[config.mk]
export PLATFORM = sky130hd
export DESIGN_NAME = cpu_loader
export DESIGN_NICKNAME = d
export VERILOG_FILES = /design/src/rtl/cpu_loader.sv
export SDC_FILE = /design/constraint.sdc
export NUM_CORES = 1
export LEC_CHECK = 0
export ABC_AREA = 1
export ABC_CLOCK_PERIOD_IN_PS = 2000
export CORE_UTILIZATION = 51
export CTS_BUF_LIST = sky130_fd_sc_hd__clkbuf_16
export CTS_CLUSTER_DIAMETER = 60
export DETAILED_ROUTE_END_ITERATION = 8
export PLACE_DENSITY = 0.82
export SKIP_CTS_REPAIR_TIMING = 1
export SLEW_MARGIN = 20
export SYNTH_ARGS = -nofsm -noshare
export SYNTH_HDL_FRONTEND = slang
export SYNTH_SLANG_ARGS = --single-unit
[constraint.sdc]
create_clock -name clk -period 2 [get_ports clk]
set_input_delay 0.3 -clock clk [delete_from_list [all_inputs] [get_ports clk]]
set_output_delay 0.3 -clock clk [all_outputs]
set_load 0.1 [all_outputs]
[src/rtl/cpu_loader.sv]
// Host-side loader that fills IMEM/DMEM, runs the core and streams DMEM back.
// Define LOADER_CHECKSUM_EN to require an XOR trailer word after every write block.
module cpu_loader #(
    parameter int unsigned DATA_W   = 32,
    parameter int unsigned ADDR_INC = 4,
    parameter int unsigned RD_LAT   = 1
) (
    input  logic              clk,
    input  logic              srst,
    input  logic              in_valid,
    output logic              in_ready,
    input  logic [DATA_W-1:0] in_data,
    output logic              out_valid,
    input  logic              out_ready,
    output logic [DATA_W-1:0] out_data,
    output logic              busy,
    output logic              cpu_enable,
    output logic              err,
    output logic [31:0]       addr_ext,
    output logic              wen_ext,
    output logic              ren_ext,
    output logic [DATA_W-1:0] wdata_ext,
    output logic [31:0]       addr_ext_2,
    output logic              wen_ext_2,
    output logic              ren_ext_2,
    output logic [DATA_W-1:0] wdata_ext_2,
    input  logic [DATA_W-1:0] rdata_ext_2
);

    localparam logic [1:0]  OpImem   = 2'b00;
    localparam logic [1:0]  OpRun    = 2'b10;
    localparam logic [1:0]  OpRead   = 2'b11;
    localparam logic [31:0] AddrInc  = 32'(ADDR_INC);
    localparam logic [7:0]  WaitLast = 8'(RD_LAT - 1);

`ifdef LOADER_CHECKSUM_EN
    typedef enum logic [2:0] {
        StIdle, StGetAddr, StWrite, StRdReq, StRdWait, StRdOut, StRun, StChk
    } state_e;
`else
    typedef enum logic [2:0] {
        StIdle, StGetAddr, StWrite, StRdReq, StRdWait, StRdOut, StRun
    } state_e;
`endif

    state_e      state;
    logic [1:0]  op_q;
    logic [15:0] cnt_q;
    logic [31:0] addr_q;
    logic [7:0]  wait_q;
    logic        run_free_q;

    logic        accept;
    logic        take_hdr;
    logic [1:0]  hdr_op;
    logic [15:0] hdr_cnt;
    logic [31:0] addr_nxt;
    logic        last_word;

    // The IMEM port is write-only from the loader's side.
    assign ren_ext = 1'b0;

    always_comb begin
        accept    = in_valid && in_ready;
        // A free run is interrupted by the next header, handled as if in idle.
        take_hdr  = accept && ((state == StIdle) || ((state == StRun) && run_free_q));
        hdr_op    = in_data[31:30];
        hdr_cnt   = in_data[15:0];
        addr_nxt  = addr_q + AddrInc;
        last_word = (cnt_q == 16'd1);
    end

`ifdef LOADER_CHECKSUM_EN
    logic [DATA_W-1:0] xor_q;
    logic              err_q;
    assign err = err_q;
`else
    assign err = 1'b0;
`endif

    always_ff @(posedge clk) begin
        if (srst) begin
            state       <= StIdle;
            op_q        <= 2'b00;
            cnt_q       <= 16'd0;
            addr_q      <= 32'd0;
            wait_q      <= 8'd0;
            run_free_q  <= 1'b0;
            in_ready    <= 1'b0;
            out_valid   <= 1'b0;
            out_data    <= '0;
            busy        <= 1'b0;
            cpu_enable  <= 1'b0;
            addr_ext    <= 32'd0;
            wen_ext     <= 1'b0;
            wdata_ext   <= '0;
            addr_ext_2  <= 32'd0;
            wen_ext_2   <= 1'b0;
            ren_ext_2   <= 1'b0;
            wdata_ext_2 <= '0;
`ifdef LOADER_CHECKSUM_EN
            xor_q       <= '0;
            err_q       <= 1'b0;
`endif
        end else begin
            wen_ext   <= 1'b0;
            wen_ext_2 <= 1'b0;
            ren_ext_2 <= 1'b0;

            if (take_hdr) begin
                op_q  <= hdr_op;
                cnt_q <= hdr_cnt;
                busy  <= 1'b1;
`ifdef LOADER_CHECKSUM_EN
                xor_q <= '0;
`endif
                if (hdr_op == OpRun) begin
                    state      <= StRun;
                    cpu_enable <= 1'b1;
                    run_free_q <= (hdr_cnt == 16'd0);
                    in_ready   <= (hdr_cnt == 16'd0);
                end else begin
                    state      <= StGetAddr;
                    cpu_enable <= 1'b0;
                    run_free_q <= 1'b0;
                    in_ready   <= 1'b1;
                end
            end else begin
                unique case (state)
                    StIdle: begin
                        in_ready <= 1'b1;
                        busy     <= 1'b0;
                    end

                    StGetAddr: begin
                        if (accept) begin
                            addr_q <= in_data[31:0];
                            if (cnt_q == 16'd0) begin
`ifdef LOADER_CHECKSUM_EN
                                if (op_q != OpRead) begin
                                    state <= StChk;
                                end else begin
                                    state <= StIdle;
                                    busy  <= 1'b0;
                                end
`else
                                state <= StIdle;
                                busy  <= 1'b0;
`endif
                            end else if (op_q == OpRead) begin
                                state      <= StRdReq;
                                in_ready   <= 1'b0;
                                ren_ext_2  <= 1'b1;
                                addr_ext_2 <= in_data[31:0];
                            end else begin
                                state <= StWrite;
                            end
                        end
                    end

                    StWrite: begin
                        if (accept) begin
                            if (op_q == OpImem) begin
                                wen_ext   <= 1'b1;
                                addr_ext  <= addr_q;
                                wdata_ext <= in_data;
                            end else begin
                                wen_ext_2   <= 1'b1;
                                addr_ext_2  <= addr_q;
                                wdata_ext_2 <= in_data;
                            end
                            addr_q <= addr_nxt;
                            cnt_q  <= cnt_q - 16'd1;
`ifdef LOADER_CHECKSUM_EN
                            xor_q  <= xor_q ^ in_data;
                            if (last_word) begin
                                state <= StChk;
                            end
`else
                            if (last_word) begin
                                state <= StIdle;
                                busy  <= 1'b0;
                            end
`endif
                        end
                    end

                    StRdReq: begin
                        state  <= StRdWait;
                        wait_q <= 8'd0;
                    end

                    StRdWait: begin
                        if (wait_q == WaitLast) begin
                            out_data  <= rdata_ext_2;
                            out_valid <= 1'b1;
                            state     <= StRdOut;
                        end else begin
                            wait_q <= wait_q + 8'd1;
                        end
                    end

                    StRdOut: begin
                        if (out_ready) begin
                            out_valid <= 1'b0;
                            addr_q    <= addr_nxt;
                            cnt_q     <= cnt_q - 16'd1;
                            if (last_word) begin
                                state    <= StIdle;
                                busy     <= 1'b0;
                                in_ready <= 1'b1;
                            end else begin
                                state      <= StRdReq;
                                ren_ext_2  <= 1'b1;
                                addr_ext_2 <= addr_nxt;
                            end
                        end
                    end

                    StRun: begin
                        if (!run_free_q) begin
                            if (last_word) begin
                                state      <= StIdle;
                                cpu_enable <= 1'b0;
                                busy       <= 1'b0;
                                in_ready   <= 1'b1;
                            end else begin
                                cnt_q <= cnt_q - 16'd1;
                            end
                        end
                    end

`ifdef LOADER_CHECKSUM_EN
                    StChk: begin
                        if (accept) begin
                            if (in_data != xor_q) begin
                                err_q <= 1'b1;
                            end
                            state <= StIdle;
                            busy  <= 1'b0;
                        end
                    end
`endif

                    default: begin
                        state <= StIdle;
                    end
                endcase
            end
        end
    end

endmodule

Yosys cells after proc, flatten, opt, wreduce, memory -nomap -nowiden:

Index checks and enable logic that the tools add are counted.

* register bits after elaboration: 229
* input port bits: 68

* multiplexer cells: 66
* bitwise operators: 4
* reduce and logical (&&, ||, !) cells: 31
* add/sub/neg operators: 3
* equality and inequality tests: 29

Operators with widths (count)
* $mux W32: 10
* $pmux W32 S3: 2
* $mux W16: 5
* $pmux W16 S3: 1
* $add A32 B3 Y32 const B: 1
* $logic_not A16 Y1: 2
* $mux W1: 31
* $ne A3 B3 Y1 const B: 9
* $mux W3: 8
* $pmux W3 S7: 1
* $ne A2 B2 Y1 const B: 10
* $reduce_and A6 Y1: 3
* $eq A16 B1 Y1 const B: 1
* $pmux W8 S2: 1
* $sub A16 B1 Y16 const B: 1
* $reduce_and A4 Y1: 3
* $reduce_and A5 Y1: 2
* $eq A3 B3 Y1 const B: 3
* $reduce_and A3 Y1: 3
* $reduce_and A9 Y1: 1
* $add A8 B1 Y8 const B: 1
* $logic_not A8 Y1: 1
* $mux W8: 1
* $reduce_bool A2 Y1: 4
* other kinds (19): 28

Logic depth before layout (Yosys ltp):

* depth in word-level cells: 6
* depth in mapped cells: 13

Worst setup path after synthesis:

Ideal clock, no wire load.

* path kind: reg-to-reg
* from: register in_ready
* to: register addr_ext_2[29]
* required time: 1887 ps
* path buffers: 2
* path slack: -406 ps
* cell stages (with the launch flop): 10
* setup time: 113 ps
* arrival: 2293 ps
* clock period less this slack: 2406 ps
* cells stage by stage: dfxtp_1 > nand2_1 > nand3_1 > nand4_4 > nor2_4 > buf_6 > buf_6 > nand3_1 > nor2_1 > nor2_1

* cells in the longest elaborated chain, start to end: 4
* elaborated cells on any way between the ends: 6
* those cells by class: 2 x eq/ne; 1 x bitwise; 3 x reduce/logical

Ends and longest elaborated chain
* start, declared: line 11 `output logic in_ready,`
* start signal, assigned: line 121 `in_ready <= (hdr_cnt == 16'd0);`
* $logic_and A1 B1 Y1 (*): line 64 `accept = in_valid && in_ready;`
* branches (longest 2 deep; another with $ne A2 B2 Y1)
* $reduce_and A9 Y1 (no source line) (*)
* end signal, assigned: line 154 `addr_ext_2 <= in_data[31:0];`
* end signal, assigned: line 169 `addr_ext_2 <= addr_q;`
* end signal, assigned: line 215 `addr_ext_2 <= addr_nxt;`
* end, declared: line 23 `output logic [31:0] addr_ext_2,`

Mark *: on every way between the ends.
A chain may end at the register's enable or synchronous reset.

Worst setup path after layout:

* from: register state[0]
* to: register addr_ext_2[1]

* cells in the longest elaborated chain, start to end: 6
* elaborated cells on any way between the ends: 19
* those cells by class: 11 x eq/ne; 1 x mux; 1 x bitwise; 6 x reduce/logical

Ends and longest elaborated chain
* start, declared: line 46 `state_e state;`
* start signal, assigned: line 83 `state <= StIdle;`
* start signal, assigned: line 118 `state <= StRun;`
* start signal, assigned: line 123 `state <= StGetAddr;`
* $eq A3 B3 Y1: line 66 `take_hdr = accept && ((state == StIdle) || ((state == StRun) && run_free_q));`
* $logic_and A1 B1 Y1: line 66
* $logic_or A1 B1 Y1: line 66
* $logic_and A1 B1 Y1: line 66
* $not A1 Y1 (no source line)
* $reduce_and A9 Y1 (no source line)

Several ways; a longest one is shown, not always the timed one.

==> metrics.txt <==
outcome complete, no violations; DP Cell Count 2086; htree depth 1; Syn Inst Count 1621; met3 GRT Util 0.0679; Inserted Diodes 0; post-synthesis simple-gate area fraction 0.288; Leak 0.00631 uW; hpwl dp 25100 um; setup TNS 0 ps; clk sinks 229; Post-Route Skew 19.8 ps; Syn-to-layout area delta 30.0%; CP delay by family, top simple AND/OR/NAND/NOR gates; CTS root buffer clkbuf_16; WL per Instance 16.2 um; core area 20600 um2; CP required 2430 ps; Nets 1918; Fillers 1816; max incr delay on CP 380 ps; MaxCap Viol Count 0; Finish-stage setup viols 0; worst path bufs/invs 1; post-route minimum period 1870 ps; Post-Synth XOR/XNOR Area 0.00727; Vias 11400; fin crit share 0.933; met2 usage 0.495; I/O pin count 237; first-pass GRT wire length 54400 um; chip width 148 um; GR Util met1 0.426; WL final 34500 um; Max Transition Viols Final 0; Synth Area in Adders 0.00693; CP cell instances nor2_2 -> nand2_4 -> nand2_2 -> buf_4 -> nor2_1 -> a21oi_1 -> nand3_1 -> nand2_1 -> nor2_1; flops & latches, synth 229; Most Used Layer, Global Route met2; # rows 52; sequential fraction of the synthesis area 0.423; largest family of logic cells by synthesized area simple AND/OR/NAND/NOR gates; GRT Total Usage 0.310; CP Capture Type flip-flop; synth unique cells 38; Max Fclk 0.536 GHz; vias per cell 5.36; drt drc 0; fin cells 2132; initial DRC count 1008; Slowest-stage cell, CP dfxtp_1; TritonCTS clock tree yes; Worst Path Arrival 2300 ps; Max FO, Critical Path 20; RSZ-0062 raised after global routing false; Synth Cell Area 10800 um2; Num CTS Buffers 26; CP Class flip-flop to flip-flop; power per cell area 1750 nW/um2; share of layout cells above drive strength 1 0.160; Synth Area in Compound Gates 0.183; Final Wtd Congestion 0.955; Worst IR Drop VDD 0.803 mV; area of the die 21800 um2; drt pass-1 iters 6; initial antenna violation count 0; vias in the first global route 10200; later-pin clock latency in the skew report 540 ps; Max clock buf depth 3; grt ovf 0; multiplexer share of the synthesized area 0; CP Launch Type flip-flop; Die H 148 um; largest net degree at the start of global routing 71; post-route ant nets 0; Reg clk slew, reported paths 60 ps; Fin. Hold Viols 0; initial core utilization 0.527; crit-path most repeated cell nor2_1; syn avg cell area 6.69 um2; Hold Path Class input port to flip-flop; synth warn 0; port bufs 234
[metrics by stage]
stage               power [uW]  setup WS, ps  area, um2   util  hold WS, ps
finish                   24700           134      14100  0.685          402
global route             26000          6.72      14100  0.685          410
CTS                      24600          65.0      14100  0.684          388
detailed placement       19800          -100      13200  0.642          460
global placement         19600         -97.0      13200  0.642          450
floorplan                16700          2.28      10800      -          435
[cell usage after synthesis, drive strengths merged]
master,count,share of area
buf,41,0.024
or2,1,0.00058
o22ai,4,0.0023
a31oi,15,0.0087
nor3,6,0.0032
xor2,5,0.0040
o21ai,212,0.098
xnor2,4,0.0032
nand4,7,0.0054
and2,2,0.0012
dfxtp,229,0.42
conb,1,0.00035
nand3,108,0.053
nor2,289,0.10
inv,150,0.052
a211oi,3,0.0021
a21oi,148,0.069
nor4,2,0.0012
clkinv,1,0.00035
o211ai,4,0.0028
ha,6,0.0069
nand3b,2,0.0014
nand2,336,0.12
clkbuf,45,0.016
[cells by family after synthesis]
group                    Yosys count
AO/OA/AOI/OAI                    386
flip-flops                       229
buffers and inverters            237
adder cells (fa/ha/maj)            6
other                              1
XOR/XNOR                           9
AND/OR/NAND/NOR                  753
[worst reg2reg max path, delay by kind of cell (launching register included)]
family | cells | cell delay (ps)
DFF | 1 | 380
AOI/OAI and AO/OA | 1 | 340
buffers and inverters | 1 | 270
and+or+nand+nor | 7 | 770
[sequential cells by signal, summed over array words and instances (netlist names), 2 cells and up]
name         count
addr_q          32
state            3
wdata_ext_2     32
cnt_q           16
wdata_ext       32
addr_ext_2      32
op_q             2
addr_ext        32
wait_q           8
out_data        32
[metal layers]
metal	vias to the layer above	share of wire
met3	54	0.10
met4	0	0.019
met5	-	0
met1	5139	0.44
li1	5688	-
met2	546	0.44
[cell type report]
cell class	instances	area, um2	share of cell area
sequential	229	4590	0.326
timing repair buffer	280	2440	0.173
tap	270	338	0.0240
clock buffer	27	676	0.0480
multi-input combinational	1156	5300	0.376
inverter	151	569	0.0404
clock inverter	19	180	0.0128
[final timing paths]
check	from	to	slack [ps]	cells after the start
min	rdata_ext_2[15]	out_data[15]	400	3
min reg2reg	wait_q[4]	wait_q[4]	470	2
max	state[0]	addr_ext_2[1]	130	9
max reg2reg	state[0]	addr_ext_2[1]	130	9
[placed cells by master, fill, tap and decap left out, types with 5 or more instances in the layout]
master and count:
nand2_1 325, nor2_1 274, dfxtp_1 226, o21ai_0 207
buf_4 199, a21oi_1 147, inv_1 144, nand3_1 103
clkdlybuf4s50_1 67, clkbuf_16 27, a31oi_1 15, buf_12 13
nor2_2 12, nand2_2 9, inv_2 8, nand4_1 6
ha_1 6, clkinv_1 6, xor2_1 5, nor3_1 5
o21ai_1 5
[power breakdown]
group | internal (uW) | leakage, uW | switching, uW
Sequential | 5790 | 0.00186 | 1050
Clock | 2840 | 0.000426 | 1950
Combinational | 3180 | 0.00402 | 9890
Note: power is estimated with default switching activity, not from simulation.
